File: src/rtl/i2s_audio_tx.sv
// I2S transmitter: one-entry sample buffer, BCLK/LRCK generation and MSB-first
// serialisation of stereo WIDTH-bit samples, 2*WIDTH BCLK periods per frame.
module i2s_audio_tx #(
  parameter int CLK_DIV = 4,
  parameter int WIDTH   = 16
) (
  input  logic             clk,
  input  logic             reset_n,
  input  logic [WIDTH-1:0] in_l,
  input  logic [WIDTH-1:0] in_r,
  input  logic             in_valid,
  output logic             in_ready,
  output logic             i2s_bclk,
  output logic             i2s_lrck,
  output logic             i2s_sdata,
  output logic             underrun
);

  localparam int FRAME = 2 * WIDTH;
  localparam int CW    = $clog2(FRAME);
  localparam int DW    = (CLK_DIV > 1) ? $clog2(CLK_DIV) : 1;

  localparam logic [DW-1:0] DIV_LAST = DW'(CLK_DIV - 1);
  localparam logic [CW-1:0] CNT_LAST = CW'(FRAME - 1);
  localparam logic [CW-1:0] WS_FIRST = CW'(WIDTH - 1);
  localparam logic [CW-1:0] WS_LAST  = CW'(FRAME - 2);

  logic [DW-1:0]    div_q, div_d;
  logic [CW-1:0]    bit_cnt_q, bit_cnt_d;
  logic [WIDTH-1:0] buf_l_q, buf_r_q;
  logic [WIDTH-1:0] shadow_l_q, shadow_r_q;
  logic [FRAME-1:0] frame_word;
  logic             div_wrap, fall, frame_start, load, accept;
  logic             sdata_d, lrck_d;

  // NOTE: every signal driven here is assigned on every pass, so no latches are inferred.
  always_comb begin
    div_wrap    = (div_q == DIV_LAST);
    div_d       = div_wrap ? '0 : div_q + 1'b1;
    fall        = div_wrap && i2s_bclk;
    frame_start = fall && (bit_cnt_q == CNT_LAST);
    // A frame start only consumes a pair that was already buffered before this clk.
    load        = frame_start && !in_ready;
    accept      = in_valid && in_ready;
    bit_cnt_d   = frame_start ? '0 : bit_cnt_q + 1'b1;
    frame_word  = load ? {buf_l_q, buf_r_q} : {shadow_l_q, shadow_r_q};
    sdata_d     = frame_word[CNT_LAST - bit_cnt_d];
    lrck_d      = (bit_cnt_d >= WS_FIRST) && (bit_cnt_d <= WS_LAST);
  end

  // NOTE: sequential state uses non-blocking assignments so all registers sample pre-edge values.
  always_ff @(posedge clk or negedge reset_n) begin
    if (!reset_n) begin
      div_q      <= '0;
      bit_cnt_q  <= CNT_LAST;
      i2s_bclk   <= 1'b0;
      i2s_lrck   <= 1'b0;
      i2s_sdata  <= 1'b0;
      underrun   <= 1'b0;
      in_ready   <= 1'b1;
      shadow_l_q <= '0;
      shadow_r_q <= '0;
    end else begin
      div_q    <= div_d;
      underrun <= frame_start && in_ready;
      if (div_wrap) begin
        i2s_bclk <= !i2s_bclk;
      end
      if (fall) begin
        bit_cnt_q <= bit_cnt_d;
        i2s_sdata <= sdata_d;
        i2s_lrck  <= lrck_d;
      end
      if (load) begin
        shadow_l_q <= buf_l_q;
        shadow_r_q <= buf_r_q;
      end
      if (accept) begin
        in_ready <= 1'b0;
      end else if (load) begin
        in_ready <= 1'b1;
      end
    end
  end

  // NOTE: the buffer payload has no reset; it is only read while in_ready marks it full.
  always_ff @(posedge clk) begin
    if (accept) begin
      buf_l_q <= in_l;
      buf_r_q <= in_r;
    end
  end

endmodule

File: config.mk
export PLATFORM = sky130hd
export DESIGN_NAME = i2s_audio_tx
export DESIGN_NICKNAME = d
export VERILOG_FILES = /design/src/rtl/i2s_audio_tx.sv
export SDC_FILE = /design/constraint.sdc
export NUM_CORES = 1
export LEC_CHECK = 0
export CAP_MARGIN = 30
export CORE_ASPECT_RATIO = 1.2
export CORE_MARGIN = 2
export CORE_UTILIZATION = 30
export DETAILED_ROUTE_END_ITERATION = 8
export SETUP_SLACK_MARGIN = 0.2
export SLEW_MARGIN = 40
export SYNTH_ARGS = -nofsm -noshare
export SYNTH_HDL_FRONTEND = slang
export SYNTH_SLANG_ARGS = --single-unit
File: constraint.sdc
create_clock -name clk -period 2.53 [get_ports clk]
set_input_delay 0.3795 -clock clk [delete_from_list [all_inputs] [get_ports clk]]
set_output_delay 0.3795 -clock clk [all_outputs]
set_load 0.02 [all_outputs]
## Word level (Yosys, flattened, before mapping)

Index checks and enable logic that the tools add are counted.

- Mux-type cells: 7
- Bitwise gates (word level): 0
- Multiply operators: 0
- Divide/modulo/power cells: 0
- Order comparisons: 3
- Shifts and indexed selects: 0
- Reduce and logical (&&, ||, !) cells: 9
- Add/subtract/negate cells: 3
- Equal/unequal tests: 2

Operator list:

| kind | number |
|---|---|
| $mux W32 | 1 |
| $logic_and A1 B1 Y1 | 6 |
| $lt A5 B6 Y1 const B | 1 |
| $add A5 B1 Y5 const B | 1 |
| $bmux W1 S5 | 1 |
| $eq A5 B5 Y1 const B | 1 |
| $ge A5 B4 Y1 const B | 1 |
| $le A5 B5 Y1 const B | 1 |
| $mux W5 | 1 |
| $sub A5 B5 Y5 const A | 1 |
| $mux W1 | 3 |
| $add A2 B1 Y2 const B | 1 |
| $eq A2 B2 Y1 const B | 1 |
| $logic_not A1 Y1 | 2 |
| $mux W2 | 1 |
| $reduce_bool A2 Y1 | 1 |

- Logic and storage cells: 35
- Flip-flop bits (word level): 76
- Memories kept: 0
- Latch bits: 0
- Memory bits (writable): 0
- Memory bits (read-only): 0
- Output and inout port bits: 5

## Longest topological paths before layout

- Depth after elaboration: 7
- Gate-level depth with buffers: 11
- Depth with buffers taken out: 9

## Least setup slack after synthesis

No wires, ideal clock.

- Path kind: reg-to-reg
- Start: register bit_cnt_q[0]
- End: register i2s_sdata
- Cell stages (with the launch flop): 12
- Setup time: 0.130 ns
- Arrival: 2.257 ns
- Setup slack: 0.144 ns
- Data required time: 2.400 ns
- Cells stage by stage: dfstp_2 > ha_1 > and3_1 > ha_1 > buf_6 > and3_4 > buf_6 > or2_4 > a311o_1 > a211o_1 > o211ai_1 > a22oi_1

- Longest elaborated chain between the ends: 6
- Elaborated cells on any way between the ends: 9
- Those cells by class: add/sub (2); eq/ne (1); mux (4); reduce/logical (2)

Ends and longest elaborated chain:

| element | line | source |
|---|---|---|
| start, declared | 29 | `logic [CW-1:0] bit_cnt_q, bit_cnt_d;` |
| start signal, assigned | 70 | `bit_cnt_q <= bit_cnt_d;` |
| branches (longest 4 deep; another with $add A5 B1 Y5) | n/a |  |
| $bmux W1 S5 * | 47 | `sdata_d = frame_word[CNT_LAST - bit_cnt_d];` |
| $mux W1 (not written as such) * | 47 |  |
| end signal, assigned | 71 | `i2s_sdata <= sdata_d;` |
| end, declared | 15 | `output logic i2s_sdata,` |

Mark *: on every way between the ends. The select of a mux whose other input is x is not followed.
A chain may end at the register's enable or synchronous reset.

## Worst setup path after layout

Same ends and word-level chain as after synthesis.

==> impl_metrics.toml <==
[critical_path]
cp_max_fo = 8
required_ns = 2.73
setup.worst_path.start = "bit_cnt_q[0]$_DFFE_PN1P_"
path_class = "register to register"
r2r-start = "bit_cnt_q[0]$_DFFE_PN1P_"
end_kind = "register"
worst_setup_path_start_kind = "register"
arrival_ns = 2.51

[global_routing]
grt_max_degree = 41
grtUsageTotal = 0.110
antenna_found_initial = 0
grt_pass1_wl_um = 9470
grt-ovfl-total = 0
grt_pass1_vias = 1912

[synth]
yosys-top-cells-area = "edfxtp_1 31%, dfrtp_1 30%, mux2_2 12%"
synth_top_area_frac = 0.308
synth_flop_cell = "dfrtp_1"
synth_edf_count = 32
ys_ff_latch = 76
synth_nets = 255
synth_cell_type_count = 41
synthCells = 217
synthesis.area_um2 = 3120
yosysTopAreaCell = "edfxtp_1"
yosys_warnings = 0
postSynthAreaPerCell_um2 = 14.4
synth_async_sr_flop_share = 0.579
ys_seq_area_frac = 0.663

[sta]
setup_viol = 0
max_freq_mhz = 433
worst_pin_slew_ns = 0.528
drv_slew = 0
skew_ns = 0.00366
rsz0062_at_grt = "yes"
fin_crit_sh = 0.913
setup_tns_ns = 0
layout_min_cycle_time_ns = 2.31
hold_viol_final = 0
max_slew_margin = 0.648

[drt]
met3_wirelength_um = 249
wirelength_met1_um = 2550
ant_nets = 0
drt_iter0_drc = 210
dr.max_layer_used = "met4"
dr_total_vias = 1847
wl_um = 5790
routed_via_density = 4.64
avgRoutedWirePerCell_um = 14.5
drc = 0
dr_wl_met2_um = 2870
dr.pass1.iters = 5

[floorplanning]
design.die.area_um2 = 11200
io-pin-count = 40
die_y_um = 116
row_count = 40
core_area_um2 = 10100
die_w_um = 97.1
start_util = 0.310

[pwr]
power.internal_mw = 2.42
irDropWorstVdd_uv = 339
swShare = 0.165
leakagePower_nw = 1.77
seqPwrFrac = 0.444
p_sw_mw = 0.478
clkPwrFrac = 0.533
pwr-share-comb = 0.023
p_per_area_nw_per_um2 = 708

[final_layout]
fin_nets = 305
synthToLayoutAreaGrowth_pct = 31.1
drive_gt1_frac = 0.265
diodes = 0
fin_cells = 398

[placement]
placed_cells = 379
dp_hpwl_um = 3990
port_buffers = 39
place.gp.congestion = 0.866

[clocking]
cts-htree-levels = 3
cts_buffers = 9
cts_root_buffer = "clkbuf_16"
cts_hold_buf = 0
path_clk_slew_ns = 0.05
cts_tree = "built"
clk_path_buf_depth = 2
clock-sinks = 76
clock_latency_ns = 0.33

[status]
outcome = "completed"

[hold_path]
hp-class = "input port to async pin"

[job]
cap_violations = 0
## placed cells by master (no fill, tap or decap), types with 2 or more instances in the layout
cell type / netlist / routed
nor2b_1: 3 / 3
mux2_2: 33 / 33
and3_4: 1 / 2
a21oi_1: 2 / 2
dfstp_2: 6 / 6
edfxtp_1: 32 / 32
clkbuf_16: 0 / 9
a22oi_1: 4 / 4
ha_4: 0 / 2
nor3_1: 2 / 2
clkdlybuf4s50_1: 0 / 38
bufinv_16: 0 / 4
nor2_1: 11 / 11
xor2_1: 2 / 2
and2_1: 3 / 3
nand2_1: 16 / 16
inv_1: 4 / 4
a21o_1: 2 / 2
dfrtp_1: 38 / 38
o211ai_1: 2 / 2
xnor2_1: 2 / 2
nand3_1: 9 / 9
buf_6: 3 / 3
mux2i_1: 6 / 6
o21ai_0: 7 / 7
o31ai_1: 2 / 2
buf_4: 0 / 9
## Yosys cell counts (2+ instances only)
cell type and number:
dfstp_2 6, nor2b_1 3, o21ai_0 7, dfrtp_1 38
nand3_1 9, mux2_2 33, ha_1 3, inv_1 4
and2_1 3, xor2_1 2, buf_2 7, edfxtp_1 32
nor2_1 11, mux2i_1 6, o31ai_1 2, a21oi_1 2
nand2_1 16, xnor2_1 2, o211ai_1 2, a22oi_1 4
a21o_1 2, nor3_1 2, buf_6 3
## layer usage
layer / global-route usage / vias up
met4: 0.0563 / 0
met1: 0.132 / 891
met3: 0.0368 / 11
li1: - / 896
met2: 0.180 / 49
met5: 0 / -
## flip-flops by register name (all words and copies together), names as in the netlist, 2 cells and up
register    count
shadow_r_q     16
bit_cnt_q       5
div_q           2
buf_l_q        16
shadow_l_q     16
buf_r_q        16
## layout make-up
cell class	count	area, um2
clock buffers	11	243
clock inverters	5	124
fillers	913	5970
inverters	4	15.0
multi-input cells	126	1000
flip-flops and latches	76	2070
well taps	126	158
repair buffers	50	482
## worst max-delay path, cell delays in order, from the launching register on
cell      delay, ns
dfstp_2        0.38
ha_4           0.15
and3_4         0.18
ha_4           0.17
buf_6          0.13
and3_4         0.18
or2_4          0.24
a311o_1        0.27
a211o_1        0.27
o211ai_1       0.09
a22oi_1        0.11
## power by group through the flow
stage / registers, mW / logic, mW / clock network, mW
after floorplan: 1.31 / 0.000000843 / 0
after global placement: 1.31 / 0.0665 / 0
after detailed placement: 1.31 / 0.0683 / 0
after CTS: 1.29 / 0.0688 / 1.58
after global routing: 1.29 / 0.0733 / 1.63
final: 1.29 / 0.0662 / 1.54
## per-stage QoR
step / cell area (um2) / total power, mW / util / hold WS [ns] / setup slack, ns
finish: 4090 / 2.90 / 0.407 / 0.0216 / 0.220
floorplan: 3140 / 1.31 / - / 0.0839 / 0.215
detailed placement: 3670 / 1.38 / 0.365 / 0.398 / 0.157
global route: 4090 / 2.99 / 0.407 / 0.0730 / 0.123
CTS: 4060 / 2.93 / 0.404 / 0.0445 / 0.205
global placement: 3670 / 1.38 / 0.365 / 0.414 / 0.222
## repair_timing
| item | in CTS | in global routing |
|---|---|---|
| setup endpoints to repair | 1 | 1 |
| setup buffers | 2 | 1 |
| resized for setup | 1 | 5 |
| gates cloned | 0 | 0 |
| hold endpoints to repair | 0 | 0 |
| pin swaps | 1 | 4 |
## final timing paths
path,to,slack [ns],cells past startpoint
min in group clk,div_q[0]$_DFF_PN0_,0.43,1
max in group asynchronous,bit_cnt_q[0]$_DFFE_PN1P_,1.94,2
worst max register to register,i2s_sdata$_DFFE_PN0P_,0.22,10
worst max-delay path,i2s_sdata$_DFFE_PN0P_,0.22,10
worst min register to register,div_q[0]$_DFF_PN0_,0.43,1
worst min-delay path,div_q[0]$_DFF_PN0_,0.02,1
## cells by family (layout without fill, tap and decap cells)
group           after synthesis  count (layout)  synth area share
compound gates               27              27            0.0605
xor+xnor                      4               4            0.0112
fa+ha+maj                     3               3            0.0120
buf+inv                      15              70            0.0281
flops                        76              76             0.663
mux                          39              39             0.138
simple gates                 53              53            0.0870
(Power assumes the default switching activity.)
